`src/rtl/wb_sram_bank_ctrl_pkg.sv`:
```
// -----------------------------------------------------------------------------
// wb_sram_bank_ctrl_pkg
//
// Shared definitions for the Wishbone-to-banked-SRAM controller:
//   - default parameter values for the controller and its decoder
//   - the largest supported SRAM read latency and the width of the latency
//     counter derived from it
//   - the transaction FSM state encoding
//   - a helper that sizes the bank-index field (at least 1 bit, so a
//     single-bank build still has a legal vector to carry around)
// -----------------------------------------------------------------------------
package wb_sram_bank_ctrl_pkg;

    localparam int DEF_NUM_BANKS    = 2;
    localparam int DEF_SRAM_ADDR_WD = 8;
    localparam int DEF_SRAM_DATA_WD = 32;
    localparam int DEF_READ_LAT     = 1;

    localparam int MAX_BANKS        = 8;
    localparam int READ_LAT_MAX     = 3;

    // Counter spans 0..READ_LAT_MAX inclusive: one select cycle plus
    // READ_LAT wait cycles.
    localparam int LAT_CNT_WD       = $clog2(READ_LAT_MAX + 1);

    typedef enum logic [2:0] {
        ST_IDLE      = 3'd0,
        ST_WRITE     = 3'd1,
        ST_READ_WAIT = 3'd2,
        ST_ACK       = 3'd3,
        ST_ERR       = 3'd4
    } wb_state_e;

    // Width of a bank-index vector. The address field itself is
    // $clog2(num_banks) bits (zero for one bank); internal vectors are kept
    // at least one bit wide.
    function automatic int bank_idx_wd(input int num_banks);
        return (num_banks > 1) ? $clog2(num_banks) : 1;
    endfunction

endpackage : wb_sram_bank_ctrl_pkg

```
`src/rtl/wb_sram_bank_ctrl_bank_dec.sv`:
```
// -----------------------------------------------------------------------------
// wb_sram_bank_dec
//
// Turns a bank index plus an enable into an active-low one-hot chip-select
// vector. With en_i low, or with an index that names no existing bank, every
// select stays high.
//
// Ports:
//   bank_i  in   BANK_WD    bank index
//   en_i    in   1          access enable
//   csb_o   out  NUM_BANKS  active-low chip selects, bit k selects bank k
// -----------------------------------------------------------------------------
module wb_sram_bank_dec
    import wb_sram_bank_ctrl_pkg::*;
#(
    parameter int NUM_BANKS = DEF_NUM_BANKS,
    parameter int BANK_WD   = bank_idx_wd(NUM_BANKS)
) (
    input  logic [BANK_WD-1:0]   bank_i,
    input  logic                 en_i,
    output logic [NUM_BANKS-1:0] csb_o
);

    always_comb begin
        csb_o = '1;
        for (int k = 0; k < NUM_BANKS; k++) begin
            if (en_i && (bank_i == BANK_WD'(k))) begin
                csb_o[k] = 1'b0;
            end
        end
    end

endmodule : wb_sram_bank_dec

```
`src/rtl/wb_sram_bank_ctrl.sv`:
```
// -----------------------------------------------------------------------------
// wb_sram_bank_ctrl
//
// Wishbone classic slave in front of NUM_BANKS 1rw1r SRAM macros. Port A of
// each bank is used for reads, port B for writes. The byte address is split
// into a word address (shared by all banks) and a bank index; requests to a
// bank index that does not exist terminate with wb_err_o.
//
// Transfer timing, counting the cycle the request is presented as cycle 0:
//   write : cycle 1 drives port B, wb_ack_o in cycle 2
//   read  : cycle 1 selects port A, data captured READ_LAT cycles later,
//           wb_ack_o in cycle 2+READ_LAT
//   error : wb_err_o in cycle 1, no SRAM access
// The ACK/ERR cycle never samples a new request.
//
// Ports:
//   wb_clk_i     in   1             clock, all state on its rising edge
//   wb_rst_i     in   1             synchronous active-high reset
//   wb_cyc_i     in   1             bus cycle valid
//   wb_stb_i     in   1             strobe
//   wb_we_i      in   1             1 = write
//   wb_sel_i     in   DW/8          byte enables
//   wb_adr_i     in   32            byte address
//   wb_dat_i     in   DW            write data
//   wb_dat_o     out  DW            read data, held until the next read
//   wb_ack_o     out  1             normal termination
//   wb_err_o     out  1             error termination (bad bank)
//   sram_csb_a   out  NUM_BANKS     port-A chip selects, active low
//   sram_addr_a  out  AW            port-A word address
//   sram_dout_a  in   NUM_BANKS*DW  port-A read data, bank k at [k*DW +: DW]
//   sram_csb_b   out  NUM_BANKS     port-B chip selects, active low
//   sram_web_b   out  1             port-B write enable, active low
//   sram_mask_b  out  DW/8          port-B byte write mask
//   sram_addr_b  out  AW            port-B word address
//   sram_din_b   out  DW            port-B write data
// -----------------------------------------------------------------------------
module wb_sram_bank_ctrl
    import wb_sram_bank_ctrl_pkg::*;
#(
    parameter int NUM_BANKS    = DEF_NUM_BANKS,
    parameter int SRAM_ADDR_WD = DEF_SRAM_ADDR_WD,
    parameter int SRAM_DATA_WD = DEF_SRAM_DATA_WD,
    parameter int READ_LAT     = DEF_READ_LAT
) (
    input  logic                              wb_clk_i,
    input  logic                              wb_rst_i,
    input  logic                              wb_cyc_i,
    input  logic                              wb_stb_i,
    input  logic                              wb_we_i,
    input  logic [SRAM_DATA_WD/8-1:0]         wb_sel_i,
    input  logic [31:0]                       wb_adr_i,
    input  logic [SRAM_DATA_WD-1:0]           wb_dat_i,
    output logic [SRAM_DATA_WD-1:0]           wb_dat_o,
    output logic                              wb_ack_o,
    output logic                              wb_err_o,
    output logic [NUM_BANKS-1:0]              sram_csb_a,
    output logic [SRAM_ADDR_WD-1:0]           sram_addr_a,
    input  logic [NUM_BANKS*SRAM_DATA_WD-1:0] sram_dout_a,
    output logic [NUM_BANKS-1:0]              sram_csb_b,
    output logic                              sram_web_b,
    output logic [SRAM_DATA_WD/8-1:0]         sram_mask_b,
    output logic [SRAM_ADDR_WD-1:0]           sram_addr_b,
    output logic [SRAM_DATA_WD-1:0]           sram_din_b
);

    localparam int AW = SRAM_ADDR_WD;
    localparam int DW = SRAM_DATA_WD;
    localparam int SW = SRAM_DATA_WD / 8;
    localparam int BW = bank_idx_wd(NUM_BANKS);

    localparam logic [LAT_CNT_WD-1:0] LAT_LAST = LAT_CNT_WD'(READ_LAT);

    // -------------------------------------------------------------------------
    // State and registered request fields
    // -------------------------------------------------------------------------
    wb_state_e             state_q,  state_d;
    logic [LAT_CNT_WD-1:0] cnt_q,    cnt_d;
    logic [BW-1:0]         bank_q,   bank_d;
    logic [AW-1:0]         addr_q,   addr_d;
    logic [SW-1:0]         mask_q,   mask_d;
    logic [DW-1:0]         din_q,    din_d;
    logic [DW-1:0]         dat_q,    dat_d;

    // -------------------------------------------------------------------------
    // Address decode
    // -------------------------------------------------------------------------
    logic [AW-1:0] req_word;
    logic [BW-1:0] req_bank;
    logic          req_bank_ok;
    logic          req_valid;
    logic          unused_adr;

    assign req_word = wb_adr_i[AW+1:2];

    // The bank field only exists when there is more than one bank; address
    // bits above it are don't-care.
    if (NUM_BANKS > 1) begin : g_multi_bank
        assign req_bank   = wb_adr_i[AW+1+BW:AW+2];
        assign unused_adr = ^{wb_adr_i[31:AW+2+BW], wb_adr_i[1:0]};
    end else begin : g_single_bank
        assign req_bank   = '0;
        assign unused_adr = ^{wb_adr_i[31:AW+2], wb_adr_i[1:0]};
    end

    // Only reachable as false for non-power-of-two bank counts.
    assign req_bank_ok = ({{(32-BW){1'b0}}, req_bank} < 32'(NUM_BANKS));
    assign req_valid   = wb_cyc_i & wb_stb_i;

    // -------------------------------------------------------------------------
    // Read-data mux: pick the addressed bank's port-A output
    // -------------------------------------------------------------------------
    logic [DW-1:0] rd_slice;

    always_comb begin
        rd_slice = '0;
        for (int k = 0; k < NUM_BANKS; k++) begin
            if (bank_q == BW'(k)) begin
                rd_slice = sram_dout_a[k*DW +: DW];
            end
        end
    end

    // -------------------------------------------------------------------------
    // Next-state logic
    // -------------------------------------------------------------------------
    always_comb begin
        state_d = state_q;
        cnt_d   = cnt_q;
        bank_d  = bank_q;
        addr_d  = addr_q;
        mask_d  = mask_q;
        din_d   = din_q;
        dat_d   = dat_q;

        unique case (state_q)
            ST_IDLE: begin
                if (req_valid) begin
                    if (!req_bank_ok) begin
                        state_d = ST_ERR;
                    end else begin
                        bank_d = req_bank;
                        addr_d = req_word;
                        cnt_d  = '0;
                        if (wb_we_i) begin
                            mask_d  = wb_sel_i;
                            din_d   = wb_dat_i;
                            state_d = ST_WRITE;
                        end else begin
                            state_d = ST_READ_WAIT;
                        end
                    end
                end
            end

            // The port-B access happens during this cycle regardless of
            // wb_cyc_i; dropping the cycle only suppresses the ack.
            ST_WRITE: begin
                state_d = wb_cyc_i ? ST_ACK : ST_IDLE;
            end

            // cnt_q == 0 is the select cycle; data for that select is valid
            // READ_LAT cycles later, which is when cnt_q reaches LAT_LAST.
            ST_READ_WAIT: begin
                if (!wb_cyc_i) begin
                    cnt_d   = '0;
                    state_d = ST_IDLE;
                end else if (cnt_q == LAT_LAST) begin
                    dat_d   = rd_slice;
                    cnt_d   = '0;
                    state_d = ST_ACK;
                end else begin
                    cnt_d = cnt_q + LAT_CNT_WD'(1);
                end
            end

            ST_ACK:  state_d = ST_IDLE;
            ST_ERR:  state_d = ST_IDLE;
            default: state_d = ST_IDLE;
        endcase
    end

    // -------------------------------------------------------------------------
    // State registers
    // -------------------------------------------------------------------------
    always_ff @(posedge wb_clk_i) begin
        if (wb_rst_i) begin
            state_q <= ST_IDLE;
            cnt_q   <= '0;
            bank_q  <= '0;
            addr_q  <= '0;
            mask_q  <= '0;
            din_q   <= '0;
            dat_q   <= '0;
        end else begin
            state_q <= state_d;
            cnt_q   <= cnt_d;
            bank_q  <= bank_d;
            addr_q  <= addr_d;
            mask_q  <= mask_d;
            din_q   <= din_d;
            dat_q   <= dat_d;
        end
    end

    // -------------------------------------------------------------------------
    // Outputs, decoded from state so reset or abort clears them on the
    // very next cycle
    // -------------------------------------------------------------------------
    logic sel_a_en;
    logic sel_b_en;

    assign sel_a_en = (state_q == ST_READ_WAIT) && (cnt_q == '0);
    // An all-zero byte mask still completes the bus cycle but touches no bank.
    assign sel_b_en = (state_q == ST_WRITE) && (|mask_q);

    wb_sram_bank_dec #(
        .NUM_BANKS (NUM_BANKS),
        .BANK_WD   (BW)
    ) u_dec_a (
        .bank_i (bank_q),
        .en_i   (sel_a_en),
        .csb_o  (sram_csb_a)
    );

    wb_sram_bank_dec #(
        .NUM_BANKS (NUM_BANKS),
        .BANK_WD   (BW)
    ) u_dec_b (
        .bank_i (bank_q),
        .en_i   (sel_b_en),
        .csb_o  (sram_csb_b)
    );

    assign sram_web_b  = (state_q != ST_WRITE);
    assign sram_addr_a = addr_q;
    assign sram_addr_b = addr_q;
    assign sram_mask_b = mask_q;
    assign sram_din_b  = din_q;

    assign wb_ack_o = (state_q == ST_ACK);
    assign wb_err_o = (state_q == ST_ERR);
    assign wb_dat_o = dat_q;

endmodule : wb_sram_bank_ctrl
```
`config.mk`:
```
export PLATFORM = sky130hd
export DESIGN_NAME = wb_sram_bank_ctrl
export DESIGN_NICKNAME = d
export VERILOG_FILES = /design/src/rtl/wb_sram_bank_ctrl_pkg.sv /design/src/rtl/wb_sram_bank_ctrl_bank_dec.sv /design/src/rtl/wb_sram_bank_ctrl.sv
export SDC_FILE = /design/constraint.sdc
export NUM_CORES = 1
export LEC_CHECK = 0
export CORE_ASPECT_RATIO = 0.6
export CORE_MARGIN = 2
export CORE_UTILIZATION = 37
export DETAILED_ROUTE_END_ITERATION = 16
export HOLD_SLACK_MARGIN = 0.05
export MAX_ROUTING_LAYER = met4
export PLACE_DENSITY_LB_ADDON = 0.12
export RECOVER_POWER = 100
export SLEW_MARGIN = 25
export SYNTH_ARGS = -nofsm -noshare
export SYNTH_HDL_FRONTEND = slang
export SYNTH_HIERARCHICAL = 1
export SYNTH_SLANG_ARGS = --single-unit
```
`constraint.sdc`:
```
create_clock -name wb_clk_i -period 1.85 [get_ports wb_clk_i]
set_input_delay 0.37 -clock wb_clk_i [delete_from_list [all_inputs] [get_ports wb_clk_i]]
set_output_delay 0.37 -clock wb_clk_i [all_outputs]
set_load 0.005 [all_outputs]
```
==> flow_summary_export.csv <==
group,metric,value,unit
outcome,status,"finished, final reports clean",
pwr,p_leak,0.00230,uW
sta,finalSetupViolCount,0,
sta,tns,0,ns
global_route,use_met3,7.10,%
drt,routed_wl,10200,um
floorplan,ioPinCount,228,
worst_setup_path,critPathLaunchType,"flop",
logic_synthesis,synth_area_leaders,"dfxtp_1, nand2_1, a211oi_2",
placement,place_congestion,0.761,
global_route,grt_usage,20.0,%
sta,fin_crit,1.75,ns
worst_setup_path,cp_data_required_time,1.48,ns
global_route,gr-total-overflow,0,
layout,nFillCells,809,
worst_setup_path,crit_slowest_cell,"dfxtp_1",
pwr,power_frac_comb,24.7,%
worst_setup_path,end_kind,"output pin",
worst_setup_path,cp.arrival,1.38,ns
logic_synthesis,yosysTopAreaCell,"dfxtp_1",
clocking,cts_root_buf,"clkbuf_16",
layout,drive_gt1_share,10.1,%
sta,worstMarginPinSlew,0.548,ns
global_route,grt_pass1_vias,3290,
logic_synthesis,synthMostInstantiatedCell,"nand2_1",
global_route,use_met1,23.9,%
sta,drv_slew,0,
logic_synthesis,yosys_warnings,6,
pwr,clock_power_share,38.2,%
logic_synthesis,synthArstFlopShare,0,%
placement,io_buffers,203,
logic_synthesis,synth_area,0.00357,mm^2
logic_synthesis,synth_top_area_share,45.5,%
layout,syn_to_final_growth,66.1,%
drt,antenna_left,0,
pwr,net-switching-power,1370,uW
sta,skew,0.00457,ns
clocking,holdBufCountCts,0,
drt,route.detailed.drc,0,
layout,nets,723,
clocking,post_cts_buffers,0,
pwr,switching_share,26.0,%
worst_setup_path,path_max_fanout,4,
placement,dp_hpwl,7550,um
placement,place_ws,0.0475,ns
floorplan,die_h,80.0,um
global_route,grt_pass1_wl,15800,um
logic_synthesis,synth_cells,392,
floorplan,fp.dieW,131,um
clocking,cts_tree,"done",
layout,multi_input_area,0.00164,mm^2
sta,worst_slack,0.0970,ns
logic_synthesis,synth.cells.most_frequent,"nand2_1, dfxtp_1, a21oi_1, mux2i_1, nor2_1",
hold_path,hold_path.class,"reg -> reg",
logic_synthesis,seq_area_frac_synth,45.5,%
sta,timing.fmax,570,MHz
layout,n_antenna_cell,0,
worst_setup_path,critPathKind,"reg -> out",
clocking,cts_buffers,9,
drt,drtPass1Iterations,4,
logic_synthesis,ys_types,30,
worst_setup_path,crit_buf_inv,3,
run,maxCapViolCount,0,
floorplan,initial_core_util,38.5,%
pwr,internal-power,3890,uW
sta,rsz0062_at_grt,"false",
pwr,p_seq_share,37.0,%
global_route,grt_max_degree,37,
drt,drtIter0Drc,99,
floorplan,die-area,0.0105,mm^2
pwr,power_density,889,mW/mm^2
layout,final_area,0.00592,mm^2
floorplan,coreArea,0.00926,mm^2
drt,vias,3341,
logic_synthesis,ys_ff_latch,81,
clocking,clock_latency,0.33,ns
drt,vias_per_cell,4.67,
clocking,clkTransAtPathRegs,0.06,ns
clocking,clockBufferDepth,2,
worst_setup_path,path_delay_family,"buffers and inverters",
worst_setup_path,cp_cell_sequence,"buf_4, ha_1, inv_1, nor2_2, nand2_1, clkdlybuf4s15_1",
logic_synthesis,synth_nets,534,
logic_synthesis,synth-edff-count,0,
global_route,busiest_layer,"met2",
clocking,clkSinkCount,81,
sta,relSlewSlack,63.5,%
layout,regArea,0.00162,mm^2
logic_synthesis,synth_ff_type,"dfxtp_1",
global_route,grtUsageMet2,31.9,%
global_route,antenna_found_initial,0,
placement,place_area,0.00564,mm^2
floorplan,rows,27,
sta,min_period_over_period,94.8,%
logic_synthesis,syn_area_per_cell,9.10,um^2
sta,hold_viol_final,0,
worst_setup_path,cp_slowest_stage_delay,0.31,ns
pwr,ir_drop,498,uV
clocking,htreeDepth,3,
drt,wl_per_cell,14.2,um
## final timing paths
path | slack, ns | cells after the start | end | from
worst min register to register | 0.45 | 2 | sram_din_b[15] | sram_din_b[15]
worst max-delay path | 0.1 | 6 | sram_csb_b[1] | state_q[0]
worst min-delay path | 0.45 | 2 | sram_din_b[15] | sram_din_b[15]
worst max register to register | 0.15 | 7 | wb_dat_o[28] | state_q[0]
## power by group through the flow
| stage | sequential (uW) | clock (uW) | combinational, uW |
|---|---|---|---|
| floorplan | 2000 | 0 | 676 |
| global placement | 1980 | 0 | 1350 |
| detailed placement | 1990 | 0 | 1380 |
| CTS | 1950 | 2060 | 1370 |
| global route | 1970 | 2160 | 1440 |
| finish | 1950 | 2010 | 1300 |
## final cells by class
cell class,instances,share of cell area (%)
timing repair buffer,218,36.3
multi-input combinational,268,27.7
sequential,81,27.4
clock buffer,11,3.93
tap,130,2.75
clock inverter,5,1.75
inverter,3,0.190
## layout by cell type, fill, tap and decap left out, types with 2 or more instances in the layout
master,n
dlygate4sd3_1,84
inv_1,3
a211oi_2,23
dfxtp_2,2
dfxtp_1,79
nand2b_1,8
bufinv_16,3
clkdlybuf4s50_1,112
clkbuf_2,3
clkbuf_16,9
a211oi_1,9
buf_12,2
mux2i_1,34
a211o_1,2
a21oi_1,45
buf_4,10
clkbuf_1,4
nor2_1,32
nand2_1,95
ha_1,5
nor3_1,2
## metal layers
layer | vias up | part of all wire [%]
li1 | 1697 | -
met1 | 1493 | 43
met2 | 135 | 46
met3 | 16 | 9.5
met4 | 0 | 1.5
met5 | - | 0
## worst min-delay path: stages, from the launching register on
cell and delay, ns:
dfxtp_1 0.30, nand2_1 0.05, a21oi_1 0.05
## metrics by stage
| step | hold WS, ns | power [uW] | instances | util (%) |
|---|---|---|---|---|
| 2_1_floorplan | 0.453 | 2670 | 392 | - |
| 3_3_place_gp | 0.441 | 3330 | 700 | 60.9 |
| 3_5_place_dp | 0.448 | 3370 | 700 | 60.9 |
| 4_1_cts | 0.456 | 5390 | 716 | 64.5 |
| 5_1_grt | 0.476 | 5570 | 716 | 64.0 |
| 6_report | 0.451 | 5260 | 716 | 64.0 |
## cell families after synthesis
group / Yosys count / share of synthesized area, %
other: 1 / 0.105
AND/OR/NAND/NOR: 145 / 16.7
multiplexers: 34 / 9.54
adder cells (fa/ha/maj): 5 / 1.75
flip-flops: 81 / 45.5
AO/OA/AOI/OAI: 83 / 18.4
buffers and inverters: 43 / 8.03
## state kept, by name, indices dropped and copies added (netlist names)
signal       cells
bank_q           1
cnt_q            2
sram_addr_a      8
sram_din_b      32
sram_mask_b      4
state_q          2
wb_dat_o        32
## timing repair
| item | 4_1_cts | 5_1_grt |
|---|---|---|
| pin swaps | 0 | 1 |
| endpoints found under the hold margin | 0 | 0 |
| gates resized for setup | 8 | 11 |
| endpoints found under the setup margin | 6 | 5 |
Note: power is estimated with default switching activity, not from simulation.
==> RTL edit 1: new RTL, same settings <==
The 5 states of `wb_state_e` get a one-hot encoding in 5 bits.
--- a/src/rtl/wb_sram_bank_ctrl_pkg.sv
+++ b/src/rtl/wb_sram_bank_ctrl_pkg.sv
@@ -25,8 +25,8 @@
 
-    typedef enum logic [2:0] {
-        ST_IDLE      = 3'd0,
-        ST_WRITE     = 3'd1,
-        ST_READ_WAIT = 3'd2,
-        ST_ACK       = 3'd3,
-        ST_ERR       = 3'd4
+    typedef enum logic [4:0] {
+        ST_IDLE      = 5'b00001,
+        ST_WRITE     = 5'b00010,
+        ST_READ_WAIT = 5'b00100,
+        ST_ACK       = 5'b01000,
+        ST_ERR       = 5'b10000
     } wb_state_e;
Formal check against the unedited RTL: no difference found for any inputs over 10 cycles, from zero or initial values and one cycle with wb_rst_i high; not proved beyond that.
==> RTL edit 1 against the unedited design <==
The flow now finishes with violations (negative setup slack). Maximum frequency is 10% lower. Area after synthesis is 11% higher. Wire length is 4.4% higher. Clock skew up 0.0022 ns. Setup slack worse by 0.20 ns. Sequential share of layout area decreased by 1.5 points. Final area rose by 8.8%. Sequential cell count rose by 2.
Power is not compared: it rests on default switching activity, and its combinational part moved more than twofold at a synthesized area within 25%.
==> RTL edit 1: results (changes against the unedited design) <==
outcome: finished with violations (was completed)
vias per std cell: 4.74 (was 4.67)
share of post-route cells with drive strength above 1: 9.76% (was 10.1%)
worst path setup slack after routing: -0.106 ns (was 0.0970 ns)
reg-to-reg critical path endpoint: sram_din_b[15] (was wb_dat_o[28])
final setup violation count: 4 (was 0)
number of library cell types mapped by synthesis: 34 (was 30)
violated checks: negative setup slack
worst hold path startpoint: wb_rst_i (was sram_din_b[15])
ranking of synthesized cells by area: sky130_fd_sc_hd__dfxtp_1, sky130_fd_sc_hd__mux2i_1, sky130_fd_sc_hd__nand2b_1, sky130_fd_sc_hd__a211oi_1, sky130_fd_sc_hd__a21oi_1 (was sky130_fd_sc_hd__dfxtp_1, sky130_fd_sc_hd__nand2_1, sky130_fd_sc_hd__a211oi_2, sky130_fd_sc_hd__mux2i_1, sky130_fd_sc_hd__a21oi_1)
maximum cell stage delay along the critical path: 0.56 ns (was 0.31 ns)
syn nets: 531 (was 534)
share of synthesized area spent on multiplexers: 19.5% (was 9.54%)
Worst R2R Path Depth: 6 (was 7)
worst-path cell with the longest stage delay: sky130_fd_sc_hd__or4b_4 (was sky130_fd_sc_hd__dfxtp_1)
wire length of the first global-routing pass: 17300 um (was 15800 um)
worst min path class: input port to register (was register to register)
Commonest cells post-synth: sky130_fd_sc_hd__nand2b_1, sky130_fd_sc_hd__dfxtp_1, sky130_fd_sc_hd__mux2i_1, sky130_fd_sc_hd__a21oi_1, sky130_fd_sc_hd__a211oi_1 (was sky130_fd_sc_hd__nand2_1, sky130_fd_sc_hd__dfxtp_1, sky130_fd_sc_hd__a21oi_1, sky130_fd_sc_hd__mux2i_1, sky130_fd_sc_hd__nor2_1)
final RePlAce weighted congestion: 0.894 (was 0.761)
maximum fanout along the worst path: 3 (was 4)
HPWL reported at the end of detailed placement: 7550 um (about the same)
Worst Hold Endpoint: state_q[1] (was sram_din_b[15])
launching point of the worst reg2reg path: state_q[2] (was state_q[0])
arrival time at the worst endpoint: 1.59 ns (was 1.38 ns)
adder-cell share of the synthesized area: 0% (was 1.75%)
RTL edit 1: changes by cell type after synthesis, moves of 6 or more:
cell	change
sky130_fd_sc_hd__nand2_1	-92
sky130_fd_sc_hd__nand2b_1	+85
sky130_fd_sc_hd__mux2i_1	+43
sky130_fd_sc_hd__nor2_1	-31
sky130_fd_sc_hd__a211oi_1	+28
sky130_fd_sc_hd__a211oi_2	-28
sky130_fd_sc_hd__a21oi_1	-12
sky130_fd_sc_hd__clkbuf_1	+8
sky130_fd_sc_hd__buf_4	-6
RTL edit 1: area by class of cell:
class / count / area [um2] / area share (%)
Clock buffer: 11 / 243 / 3.77
Clock inverter: 4 / 75.1 / 1.17
Inverter: 2 / 7.51 / 0.117
Multi-Input combinational cell: 266 / 2040 / 31.6
Sequential cell: 83 / 1670 / 25.9
Tap cell: 139 / 174 / 2.70
Timing Repair Buffer: 228 / 2240 / 34.7
RTL edit 1: cell families after synthesis:
| kind of cell | after synthesis |
|---|---|
| AND/OR/NAND/NOR | 117 |
| flip-flops | 83 |
| multiplexers | 77 |
| AO/OA/AOI/OAI | 71 |
| buffers and inverters | 45 |
| other | 1 |
RTL edit 1: how the worst max path moves through the flow:
stage               slack, ns            end        from  cells after the start
floorplan                0.17  sram_csb_a[0]  state_q[3]                      3
global placement        -0.32  sram_csb_a[0]  state_q[1]                      4
detailed placement      -0.40  sram_csb_a[1]  state_q[1]                      4
CTS                     -0.21  sram_csb_a[1]  state_q[1]                      4
global route            -0.18  sram_csb_a[1]  state_q[3]                      4
finish                  -0.11  sram_csb_a[1]  state_q[3]                      4
RTL edit 1: stage by stage:
stage / instance area, um2 / cells / setup TNS [ns] / hold slack (ns)
floorplan: 3940 / 394 / 0 / 0.465
global placement: 6090 / 715 / -2.61 / 0.458
detailed placement: 6090 / 715 / -3.54 / 0.463
CTS: 6460 / 732 / -0.906 / 0.390
global route: 6440 / 733 / -1.16 / 0.401
finish: 6440 / 733 / -0.272 / 0.394
RTL edit 1: power by group:
group,leakage (nW),switching [mW],internal (mW)
registers,0.674,0.0254,1.83
clock network,0.148,0.698,1.21
logic,1.54,0.197,0.412
RTL edit 1: timing repair:
item | in CTS | in global routing
resized for setup | 27 | 11
endpoints found under the setup margin | 6 | 40
cloned | 0 | 1
hold buffers | 0 | 0
setup buffers | 2 | 0
pin swaps | 4 | 7
RTL edit 1: metal layers:
| metal | routed length [um] | global-route usage [%] | vias up |
|---|---|---|---|
| met3 | 636 | 5.10 | 11 |
| met2 | 4950 | 31.7 | 113 |
| met5 | 0 | - | - |
| met1 | 4890 | 23.2 | 1600 |
| li1 | - | - | 1754 |
| met4 | 137 | 5.25 | 0 |
==> RTL edit 2: new RTL, same flow settings <==
Without the edit above. Change the package constant `READ_LAT_MAX` from 3 to 5.
--- a/src/rtl/wb_sram_bank_ctrl_pkg.sv
+++ b/src/rtl/wb_sram_bank_ctrl_pkg.sv
@@ -19,3 +19,3 @@
     localparam int MAX_BANKS        = 8;
-    localparam int READ_LAT_MAX     = 3;
+    localparam int READ_LAT_MAX     = 5;
 
Behaviour: same outputs for any inputs over 10 cycles, from zero or initial values and one cycle with wb_rst_i high; that may be too few to reach the edited logic, so the function may still have changed.
==> RTL edit 2 against the unedited design <==
Die area increased by 3.4%. Clock skew down 0.00063 ns. Total power up 2.9%. Cell count is 3.9% higher. Area after synthesis grew 3.6%. Maximum frequency fell by 1.2%. Clock power is 5% lower. Sequential share of layout area down 0.90 points. Sequential cell count up 1. Final area up 4.6%. Synthesized cell count rose by 4.6%. Setup slack got worse by 0.022 ns. Wire length grew 5.4%.
==> RTL edit 2: results (changes against the unedited design) <==
Commonest cells post-synth: sky130_fd_sc_hd__nand2_1, sky130_fd_sc_hd__dfxtp_1, sky130_fd_sc_hd__a21oi_1, sky130_fd_sc_hd__mux2i_1, sky130_fd_sc_hd__a211oi_2 (was sky130_fd_sc_hd__nand2_1, sky130_fd_sc_hd__dfxtp_1, sky130_fd_sc_hd__a21oi_1, sky130_fd_sc_hd__mux2i_1, sky130_fd_sc_hd__nor2_1)
syn nets: 552 (was 534)
placed cell areas: 5850 um2 (was 5640 um2)
post-route total power: 5.41 mW (was 5.26 mW)
ranking of synthesized cells by area: sky130_fd_sc_hd__dfxtp_1, sky130_fd_sc_hd__a21oi_1, sky130_fd_sc_hd__a211oi_2, sky130_fd_sc_hd__nand2_1, sky130_fd_sc_hd__mux2i_1 (was sky130_fd_sc_hd__dfxtp_1, sky130_fd_sc_hd__nand2_1, sky130_fd_sc_hd__a211oi_2, sky130_fd_sc_hd__mux2i_1, sky130_fd_sc_hd__a21oi_1)
average footprint of a synthesized cell: 9.01 um2 (was 9.10 um2)
maximum number of pins on one net before global-route repair: 36 (was 37)
via count of the routed design: 3544 (was 3341)
worst-path cell with the longest stage delay: sky130_fd_sc_hd__dfxtp_2 (was sky130_fd_sc_hd__dfxtp_1)
met2 wire len: 4870 um (was 4630 um)
capture point of the critical path: sram_csb_a[0] (was sram_csb_b[1])
adder-cell share of the synthesized area: 1.69% (was 1.75%)
HPWL reported at the end of detailed placement: 7700 um (was 7550 um)
Fin Clk Skew: 0.00395 ns (was 0.00457 ns)
outcome: completed (unchanged)
global routing met1 resource utilization: 26.2% (was 23.9%)
Layout Nets: 746 (was 723)
met1 WL: 5100 um (was 4410 um)
timing startpoint of the critical path: state_q[1] (was state_q[0])
wire per inst: 14.4 um (was 14.2 um)
Seq/Total Area, Yosys: 44.4% (was 45.5%)
root buffer cell: sky130_fd_sc_hd__clkbuf_16 (unchanged)
net switching power: 1.43 mW (was 1.37 mW)
worst hold path startpoint: sram_din_b[29] (was sram_din_b[15])
via count of the first global-routing pass: 3322 (was 3290)
final routed wirelength across all metal layers: 10700 um (was 10200 um)
reg2reg setup slack: 0.19 ns (was 0.15 ns)
Top delay family on crit path: simple AND/OR/NAND/NOR gates (was buffers and inverters)
number of cells in the design after placement: 722 (was 700)
Global Route Usage Sum: 20.0% (about the same)
global-route track usage on met3: 5.62% (was 7.10%)
reg-to-reg critical path endpoint: wb_dat_o[7] (was wb_dat_o[28])
Worst R2R Path Depth: 6 (was 7)
Initial DRC Count: 168 (was 99)
Max VDD drop: 0.000678 V (was 0.000498 V)
share of synthesized area spent on multiplexers: 9.21% (was 9.54%)
clock group total power: 1.90 mW (was 2.01 mW)
met3 WL post-DR: 706 um (was 965 um)
number of instances on the worst hold path: 2 (unchanged)
share of post-route cells with drive strength above 1: 13.5% (was 10.1%)
wire length of the first global-routing pass: 16700 um (was 15800 um)
compound-cell area share of the yosys netlist: 22.7% (was 18.4%)
number of library cell types mapped by synthesis: 32 (was 30)
[RTL edit 2: changes by cell type after synthesis, moves of 3 or more]
| cell | delta |
|---|---|
| sky130_fd_sc_hd__a21oi_1 | +35 |
| sky130_fd_sc_hd__buf_2 | +11 |
| sky130_fd_sc_hd__buf_4 | -7 |
| sky130_fd_sc_hd__buf_8 | -3 |
| sky130_fd_sc_hd__nor2_1 | -30 |
[RTL edit 2: metrics by stage]
step	hold WS [ns]	setup WS [ns]
final	0.452	0.0750
after global routing	0.468	0.00652
after CTS	0.448	0.0125
after detailed placement	0.447	-0.105
after global placement	0.441	-0.0872
after floorplan	0.453	0.223
[RTL edit 2: final cells by class]
class	instances	area, um2
clock buffers	11	243
clock inverters	5	77.6
fillers	826	3580
inverters	3	11.3
multi-input cells	281	1800
flip-flops and latches	82	1640
well taps	135	169
repair buffers	227	2250
[RTL edit 2: what timing repair did]
action,in CTS,in global routing
resized for setup,18,4
setup endpoints to repair,5,5
pin swaps,1,2
cloned,0,0
setup buffers,2,4
